--- config.mk ---
export PLATFORM = sky130hd
export DESIGN_NAME = alu_sched_flat
export DESIGN_NICKNAME = d
export VERILOG_FILES = /design/src/rtl/alu_pkg.sv /design/src/rtl/alu_sched_if.sv /design/src/rtl/alu_sched_arb.sv /design/src/rtl/alu_sched.sv /design/src/flat_wrapper.sv
export SDC_FILE = /design/constraint.sdc
export NUM_CORES = 1
export LEC_CHECK = 0
export BUFFER_PORTS_ARGS = -buffer_cell sky130_fd_sc_hd__clkbuf_2
export CAP_MARGIN = 5
export CELL_PAD_IN_SITES_DETAIL_PLACEMENT = 0
export CELL_PAD_IN_SITES_GLOBAL_PLACEMENT = 1
export CORE_UTILIZATION = 31
export DETAILED_ROUTE_END_ITERATION = 10
export PLACE_DENSITY_LB_ADDON = 0.1
export SLEW_MARGIN = 20
export SYNTH_ARGS = -nofsm -noshare
export SYNTH_HDL_FRONTEND = slang
export SYNTH_SLANG_ARGS = --single-unit
--- constraint.sdc ---
create_clock -name clk -period 2 [get_ports clk]
set_input_delay 0.4 -clock clk [delete_from_list [all_inputs] [get_ports clk]]
set_output_delay 0.4 -clock clk [all_outputs]
set_load 0.01 [all_outputs]
--- src/rtl/alu_pkg.sv ---
// rtl/alu_pkg.sv - shared ALU mode encodings, legality helper and scheduler FSM states
package alu_pkg;

  typedef logic [2:0] mode_t;

  localparam mode_t MODE_ADD = 3'b000;
  localparam mode_t MODE_SUB = 3'b001;
  localparam mode_t MODE_CMP = 3'b010;
  localparam mode_t MODE_AND = 3'b011;
  localparam mode_t MODE_OR  = 3'b100;
  localparam mode_t MODE_XOR = 3'b101;

  typedef enum logic [1:0] {
    ST_IDLE = 2'd0,
    ST_EXEC = 2'd1,
    ST_RESP = 2'd2
  } state_t;

  // 110 and 111 have no ALU meaning; everything up to xor is legal
  function automatic logic mode_legal(input mode_t m);
    return (m <= MODE_XOR);
  endfunction

endpackage

--- src/rtl/alu_sched_if.sv ---
// rtl/alu_sched_if.sv - requester-side request/response bundle of the shared ALU scheduler
interface alu_sched_if #(
  parameter int NREQ = 2,
  parameter int W    = 8
);
  logic [NREQ-1:0]   req_valid;
  logic [NREQ-1:0]   req_ready;
  logic [NREQ*W-1:0] req_a;
  logic [NREQ*W-1:0] req_b;
  logic [NREQ*3-1:0] req_mode;
  logic [NREQ-1:0]   resp_valid;
  logic [NREQ-1:0]   resp_ready;
  logic [W-1:0]      resp_result;
  logic              resp_zero;
  logic              resp_carry;
  logic              resp_err;

  // requesters drive requests and accept responses
  modport master (
    output req_valid, req_a, req_b, req_mode, resp_ready,
    input  req_ready, resp_valid, resp_result, resp_zero, resp_carry, resp_err
  );

  // the scheduler accepts requests and drives responses
  modport slave (
    input  req_valid, req_a, req_b, req_mode, resp_ready,
    output req_ready, resp_valid, resp_result, resp_zero, resp_carry, resp_err
  );
endinterface

--- src/rtl/alu_sched_arb.sv ---
// rtl/alu_sched_arb.sv - one-hot grant picker; ALU_SCHED_RR_EN selects round-robin, else fixed priority
module alu_sched_arb #(
  parameter int NREQ = 2,
  parameter int PW   = 1
) (
  input  logic [NREQ-1:0] req,
  input  logic [PW-1:0]   ptr,
  output logic [NREQ-1:0] grant
);

`ifdef ALU_SCHED_RR_EN
  // first requester found searching upward from ptr, wrapping at NREQ
  always_comb begin
    int   idx;
    logic found;
    grant = '0;
    found = 1'b0;
    idx   = 0;
    for (int k = 0; k < NREQ; k++) begin
      idx = int'(ptr) + k;
      if (idx >= NREQ) idx = idx - NREQ;
      if (!found && req[idx]) begin
        grant[idx] = 1'b1;
        found      = 1'b1;
      end
    end
  end
`else
  logic unused_ptr;
  assign unused_ptr = ^ptr;

  // lowest requesting index wins
  always_comb begin
    logic found;
    grant = '0;
    found = 1'b0;
    for (int k = 0; k < NREQ; k++) begin
      if (!found && req[k]) begin
        grant[k] = 1'b1;
        found    = 1'b1;
      end
    end
  end
`endif

endmodule

--- src/rtl/alu_sched.sv ---
// rtl/alu_sched.sv - shares one combinational ALU among NREQ requesters, one op in flight; ALU_SCHED_RR_EN enables round-robin
module alu_sched
  import alu_pkg::*;
#(
  parameter int NREQ = 2,
  parameter int W    = 8
) (
  input  logic         clk,
  input  logic         reset,
  alu_sched_if.slave   bus,
  output logic [W-1:0] alu_in1,
  output logic [W-1:0] alu_in2,
  output mode_t        alu_mode,
  input  logic [W-1:0] alu_out,
  input  logic         alu_zero,
  input  logic         alu_carry
);

  localparam int PW = (NREQ > 2) ? 2 : 1;

  state_t            state;
  logic [NREQ-1:0]   grant;
  logic [NREQ-1:0]   ready;
  logic [NREQ-1:0]   gnt_q;
  logic [NREQ-1:0]   resp_valid_q;
  logic              accept;
  logic [W-1:0]      sel_a;
  logic [W-1:0]      sel_b;
  mode_t             sel_mode;
  logic [W-1:0]      res_q;
  logic              zero_q;
  logic              carry_q;
  logic              err_q;
  logic [PW-1:0]     rr_ptr;

  alu_sched_arb #(.NREQ(NREQ), .PW(PW)) u_arb (
    .req   (bus.req_valid),
    .ptr   (rr_ptr),
    .grant (grant)
  );

  assign ready  = (state == ST_IDLE && !reset) ? grant : '0;
  assign accept = |(bus.req_valid & ready);

`ifdef ALU_SCHED_RR_EN
  logic [PW-1:0] g_idx;

  // binary index of the current winner
  always_comb begin
    g_idx = '0;
    for (int i = 0; i < NREQ; i++)
      if (grant[i]) g_idx = PW'(i);
  end

  // next search starts one past the requester just accepted
  always_ff @(posedge clk) begin
    if (reset)
      rr_ptr <= '0;
    else if (accept)
      rr_ptr <= (g_idx == PW'(NREQ - 1)) ? '0 : g_idx + 1'b1;
  end
`else
  assign rr_ptr = '0;
`endif

  // route the winner's operands and mode toward the operand registers
  always_comb begin
    sel_a    = '0;
    sel_b    = '0;
    sel_mode = MODE_ADD;
    for (int i = 0; i < NREQ; i++) begin
      if (grant[i]) begin
        sel_a    = bus.req_a[i*W +: W];
        sel_b    = bus.req_b[i*W +: W];
        sel_mode = bus.req_mode[i*3 +: 3];
      end
    end
  end

  // scheduler FSM: ALU inputs are live only in EXEC, responses held until accepted
  always_ff @(posedge clk) begin
    if (reset) begin
      state        <= ST_IDLE;
      alu_in1      <= '0;
      alu_in2      <= '0;
      alu_mode     <= MODE_ADD;
      gnt_q        <= '0;
      resp_valid_q <= '0;
      res_q        <= '0;
      zero_q       <= 1'b0;
      carry_q      <= 1'b0;
      err_q        <= 1'b0;
    end else begin
      case (state)
        ST_IDLE: begin
          if (accept) begin
            alu_in1  <= sel_a;
            alu_in2  <= sel_b;
            alu_mode <= sel_mode;
            gnt_q    <= grant;
            state    <= ST_EXEC;
          end
        end
        ST_EXEC: begin
          err_q <= 1'b0;
          if (!mode_legal(alu_mode)) begin
            res_q   <= '0;
            zero_q  <= 1'b0;
            carry_q <= 1'b0;
            err_q   <= 1'b1;
          end else if (alu_mode == MODE_CMP) begin
            res_q   <= '0;
            zero_q  <= alu_zero;
            carry_q <= alu_carry;
          end else if (alu_mode == MODE_ADD || alu_mode == MODE_SUB) begin
            res_q   <= alu_out;
            zero_q  <= (alu_out == '0);
            carry_q <= alu_carry;
          end else begin
            res_q   <= alu_out;
            zero_q  <= (alu_out == '0);
            carry_q <= 1'b0;
          end
          alu_in1      <= '0;
          alu_in2      <= '0;
          alu_mode     <= MODE_ADD;
          resp_valid_q <= gnt_q;
          state        <= ST_RESP;
        end
        ST_RESP: begin
          if (|(resp_valid_q & bus.resp_ready)) begin
            resp_valid_q <= '0;
            state        <= ST_IDLE;
          end
        end
        default: state <= ST_IDLE;
      endcase
    end
  end

  assign bus.req_ready   = ready;
  assign bus.resp_valid  = resp_valid_q;
  assign bus.resp_result = res_q;
  assign bus.resp_zero   = zero_q;
  assign bus.resp_carry  = carry_q;
  assign bus.resp_err    = err_q;

endmodule

--- src/flat_wrapper.sv ---
// flat-port wrapper written by rule: the top's interface ports become plain ports
module alu_sched_flat import alu_pkg::*;
#(
  parameter int NREQ = 2,
  parameter int W    = 8
)
  (clk, reset, alu_in1, alu_in2, alu_mode, alu_out, alu_zero, alu_carry, bus_req_valid, bus_req_a, bus_req_b, bus_req_mode, bus_resp_ready, bus_req_ready, bus_resp_valid, bus_resp_result, bus_resp_zero, bus_resp_carry, bus_resp_err);
  alu_sched_if #(.NREQ(NREQ), .W(W)) bus_i ();
  input  logic clk;
  input  logic reset;
  output logic [W-1:0] alu_in1;
  output logic [W-1:0] alu_in2;
  output mode_t alu_mode;
  input  logic [W-1:0] alu_out;
  input  logic alu_zero;
  input  logic alu_carry;
  input wire logic [$bits(bus_i.req_valid)-1:0] bus_req_valid;
  input wire logic [$bits(bus_i.req_a)-1:0] bus_req_a;
  input wire logic [$bits(bus_i.req_b)-1:0] bus_req_b;
  input wire logic [$bits(bus_i.req_mode)-1:0] bus_req_mode;
  input wire logic [$bits(bus_i.resp_ready)-1:0] bus_resp_ready;
  output wire logic [$bits(bus_i.req_ready)-1:0] bus_req_ready;
  output wire logic [$bits(bus_i.resp_valid)-1:0] bus_resp_valid;
  output wire logic [$bits(bus_i.resp_result)-1:0] bus_resp_result;
  output wire logic [$bits(bus_i.resp_zero)-1:0] bus_resp_zero;
  output wire logic [$bits(bus_i.resp_carry)-1:0] bus_resp_carry;
  output wire logic [$bits(bus_i.resp_err)-1:0] bus_resp_err;
  assign bus_i.req_valid = bus_req_valid;
  assign bus_i.req_a = bus_req_a;
  assign bus_i.req_b = bus_req_b;
  assign bus_i.req_mode = bus_req_mode;
  assign bus_i.resp_ready = bus_resp_ready;
  assign bus_req_ready = bus_i.req_ready;
  assign bus_resp_valid = bus_i.resp_valid;
  assign bus_resp_result = bus_i.resp_result;
  assign bus_resp_zero = bus_i.resp_zero;
  assign bus_resp_carry = bus_i.resp_carry;
  assign bus_resp_err = bus_i.resp_err;
  alu_sched #(.NREQ(NREQ), .W(W)) u_core (.clk(clk), .reset(reset), .bus(bus_i), .alu_in1(alu_in1), .alu_in2(alu_in2), .alu_mode(alu_mode), .alu_out(alu_out), .alu_zero(alu_zero), .alu_carry(alu_carry));
endmodule
Word level (Yosys, flattened, before mapping)
Index checks and enable logic that the tools add are counted. W data, S select, Z words.

Word-level logic and storage cells: 62. Bits in registers: 36. Bits of input ports: 54.

Reductions and logical operators: 16. Bitwise gates (word level): 2. Muxes and demuxes: 27. Equality and inequality tests: 6. $lt $le $gt $ge: 1.

Operator list (count): $mux W8 (8); $pmux W8 S2 (2); $mux W3 (3); $logic_not A8 Y1 (1); $mux W1 (8); $reduce_and A2 Y1 (4); $mux W2 (3); $pmux W2 S3 (1); $pmux W3 S2 (1); $and A2 B2 Y2 (2); $ne A2 B1 Y1 const B (2); $pmux W2 S2 (1); $reduce_bool A2 Y1 (2); $reduce_or A2 Y1 (2); $eq A3 B1 Y1 const B (1); $eq A3 B2 Y1 const B (1); $le A3 B3 Y1 const B (1); $logic_not A3 Y1 (1); $eq A2 B1 Y1 const B (1); $eq A2 B2 Y1 const B (1); $logic_and A1 B1 Y1 (2); $logic_not A1 Y1 (2); $logic_not A2 Y1 (1); $logic_or A1 B1 Y1 (1).

Logic depth before layout (Yosys ltp)
Depth after elaboration: 9. Depth in mapped cells: 5. Depth with buffers taken out: 3.

By module
From an unflattened synthesis, not the netlist that was laid out.

Cells, all modules: 164. Area, all modules: 1709.1 µm².

By module, submodules not included: alu_sched (times used 1, area each 1687.9 µm², cells each 162, seq. area each 720.7 µm²); alu_sched_arb (times used 1, area each 21.3 µm², cells each 2, seq. area each 0.0 µm²).

Least setup slack after synthesis
OpenSTA, ideal clock, no wires.

Kind: input port to output port. Start point: input port bus_req_valid[1]. End point: output port bus_req_ready[1]. Buffers on the path: 2. Data required time: 1.600 ns. Data arrival time: 1.209 ns. Slack: 0.391 ns. Stages: 4. Cells stage by stage: buf_2 > nor2b_1 > buf_2 > and2_1.

Longest elaborated chain between the ends: 3.

Ends and longest elaborated chain: start, declared (RTL line flat_wrapper.sv:17) `input wire logic [$bits(bus_i.req_valid)-1:0] bus_req_valid;`; $logic_and A1 B1 Y1 (RTL line alu_sched_arb.sv:38) `if (!found && req[k]) begin`; $mux W1 (RTL line alu_sched_arb.sv:38); $mux W2 (RTL line alu_sched.sv:42) `assign ready = (state == ST_IDLE && !reset) ? grant : '0;`; end, declared (RTL line flat_wrapper.sv:22) `output wire logic [$bits(bus_i.req_ready)-1:0] bus_req_ready;`.

Every way passes these cells.

Worst setup path after layout
Start point: register u_core.state[0]. End point: output port bus_req_ready[0].

Longest elaborated chain between the ends: 3.

Ends and longest elaborated chain: start, declared (RTL line alu_sched.sv:21) `state_t state;`; start signal, assigned (RTL line alu_sched.sv:83) `state <= ST_IDLE;`; start signal, assigned (RTL line alu_sched.sv:101) `state <= ST_EXEC;`; start signal, assigned (RTL line alu_sched.sv:128) `state <= ST_RESP;`; $logic_not A2 Y1 (RTL line alu_sched.sv:42); $logic_and A1 B1 Y1 (RTL line alu_sched.sv:42); $mux W2 (RTL line alu_sched.sv:42).

Every way passes these cells.

==> flow_summary_export.csv <==
group,metric,value,unit
status,outcome,"finished clean",
floorplan,die_h,74.0,µm
clock_tree,cts_made_buffers,5,
clock_tree,clock_sinks,36,
floorplan,io_pins,88,
clock_tree,postCtsSetupRepairBufs,0,
sta,setup_slack,278,ps
final_layout,antenna_cells,0,
floorplan,die_w,74.0,µm
setup_path,worst_setup_path_start_kind,"flip-flop",
final_layout,fin_area,0.00222,mm²
routing,drt_pass1_iterations,4,
sta,rsz0062_at_grt,"false",
final_layout,final_nets,317,
routing,wirelength,4370,µm
worst_hold_path,hold_class,"input pin to flip-flop",
routing,num_vias,1655,
routing,drc,0,
placement,dp_hpwl,3230,µm
clock_tree,cts.htree.levels,2,
sta,setup_viol,0,
floorplan,start_util,33.1,%
flow_run,timing.max_cap.violations,0,
synth,yosysSeqAreaShare,44.9,%
global_route,grt_pass1_wl,7000,µm
setup_path,endpoint_kind,"primary output",
synth,yosysWarnings,0,
power,p_per_area,756,mW/mm²
final_layout,mostFrequentLayoutCells,"clkbuf_2, dfxtp_1, a21oi_1",
placement,dpl_cell_area,0.00214,mm²
global_route,grt_max_degree,17,
power,ir_worst_vdd,0.271,mV
synth,syn_area,0.00161,mm²
floorplan,rows,25,
synth,synth-edff-count,0,
final_layout,final_common_cell,"clkbuf_2",
floorplan,die-area,0.00547,mm²
synth,syn-num-nets,227,
routing,wire_per_inst,13.2,µm
clock_tree,clockBufferDepth,2,
sta,finalCritPeriodShare,86.1,%
final_layout,syn_to_final_growth,38.1,%
clock_tree,cts_hold_buffers,0,
synth,avgSynthCellArea,9.29,µm²
synth,synth_ff_type,"dfxtp_1",
sta,tightest_slew,521,ps
synth,ys_seq_elements,36,
setup_path,cp.required,1600,ps
placement,portBuffers,87,
synth,yosysUniqueCellTypes,30,
sta,layout_min_cycle_time,1720,ps
sta,final.setup.tns,0,ps
clock_tree,root_buffer,"clkbuf_8",
power,power.leakage,0.974,nW
sta,slew_violations,0,
setup_path,crit_path_max_fanout,9,
clock_tree,postCtsResizedCells,0,
routing,drtIter0Drc,77,
global_route,track_usage,16.7,%
clock_tree,worstSkewPairLatency,290,ps
sta,slew_headroom,65.3,%
floorplan,core_area,0.00485,mm²
placement,routabilityCongestion,0.697,
final_layout,drive_gt1_share,42.6,%
setup_path,crit_type,"flip-flop to primary output",
synth,synthArstFlopShare,0,%
global_route,grt_pass1_vias,1468,
setup_path,cp.arrival,1320,ps
sta,fmax,581,MHz
clock_tree,cts_tree,"built",
placement,post-place-ws,368,ps
global_route,grt_overflow,0,
clock_tree,cts.clk_slew.worst_paths,70,ps
global_route,antenna_found_initial,0,
sta,fin_worst_skew,7.11,ps
routing,via_per_inst,5.02,
synth,netlist_instances,173,
routing,ant_nets,0,
sta,hold_viol,0,
[Yosys cell counts (all sizes together) (5+ instances only)]
library cell  number  area share (%)
a211o              6             3.3
a211oi            14             6.9
a21oi             27             8.4
a22o               9             4.9
a22oi             14             6.5
buf                9             2.8
clkbuf             6             1.4
dfxtp             36              45
nand2              9             2.1
nand3b             6             2.8
nor2               5             1.2
o211ai             6             2.8
[area by class of cell]
class | count | area (µm²)
timing repair buffer | 98 | 518
sequential | 36 | 721
clock buffer | 6 | 72.6
inverter | 3 | 11.3
tap | 67 | 83.8
fill | 496 | 2630
clock inverter | 1 | 5.00
multi-input combinational | 119 | 807
[where the power goes]
group / switching [mW] / total, mW / internal [mW]
Sequential: 0.0474 / 0.822 / 0.775
Clock: 0.247 / 0.484 / 0.237
Combinational: 0.194 / 0.371 / 0.176
Total: 0.489 / 1.68 / 1.19
[metal layers]
layer | global-route usage (%) | wire (µm) | up-vias
li1 | - | - | 850
met1 | 23.3 | 2190 | 731
met2 | 24.5 | 1850 | 70
met3 | 5.69 | 308 | 4
met4 | 4.49 | 21 | 0
met5 | 0 | 0 | -
[worst paths after layout]
kind	startpoint	to	cells after the start	slack [ps]
setup / recovery	u_core.state[0]	bus_req_ready[0]	3	280
hold / removal	alu_out[4]	u_core.bus.resp_result[4]	2	340
setup reg to reg	u_core.state[1]	u_core.alu_in1[2]	3	370
hold reg to reg	u_core.bus.resp_carry	u_core.bus.resp_carry	2	460
[flip-flops by register name, indices dropped and copies added, names as in the netlist]
signal                  cells
u_core.bus.resp_err         1
u_core.bus.resp_carry       1
u_core.gnt_q                2
u_core.bus.resp_zero        1
u_core.alu_mode             3
u_core.state                2
u_core.alu_in1              8
u_core.alu_in2              8
u_core.bus.resp_valid       2
u_core.bus.resp_result      8
[metrics by stage]
stage / power [mW] / cells / util, % / hold WS [ps]
floorplan: 1.05 / 173 / - / 447
global placement: 1.21 / 323 / 44.2 / 447
finish: 1.68 / 330 / 45.8 / 339
global route: 1.78 / 330 / 45.8 / 338
detailed placement: 1.21 / 323 / 44.2 / 449
CTS: 1.70 / 330 / 45.8 / 332
[kinds of logic after synthesis]
kind of cell / synth area share [%]
buf+inv: 4.91
compound gates: 36.0
flops: 44.9
simple gates: 14.3
[critical path, cell delays in order, from the launching register on]
cell and delay (ps):
dfxtp_1 390, nor3_2 330, and2_1 190, clkbuf_2 130
(Power assumes the default switching activity.)
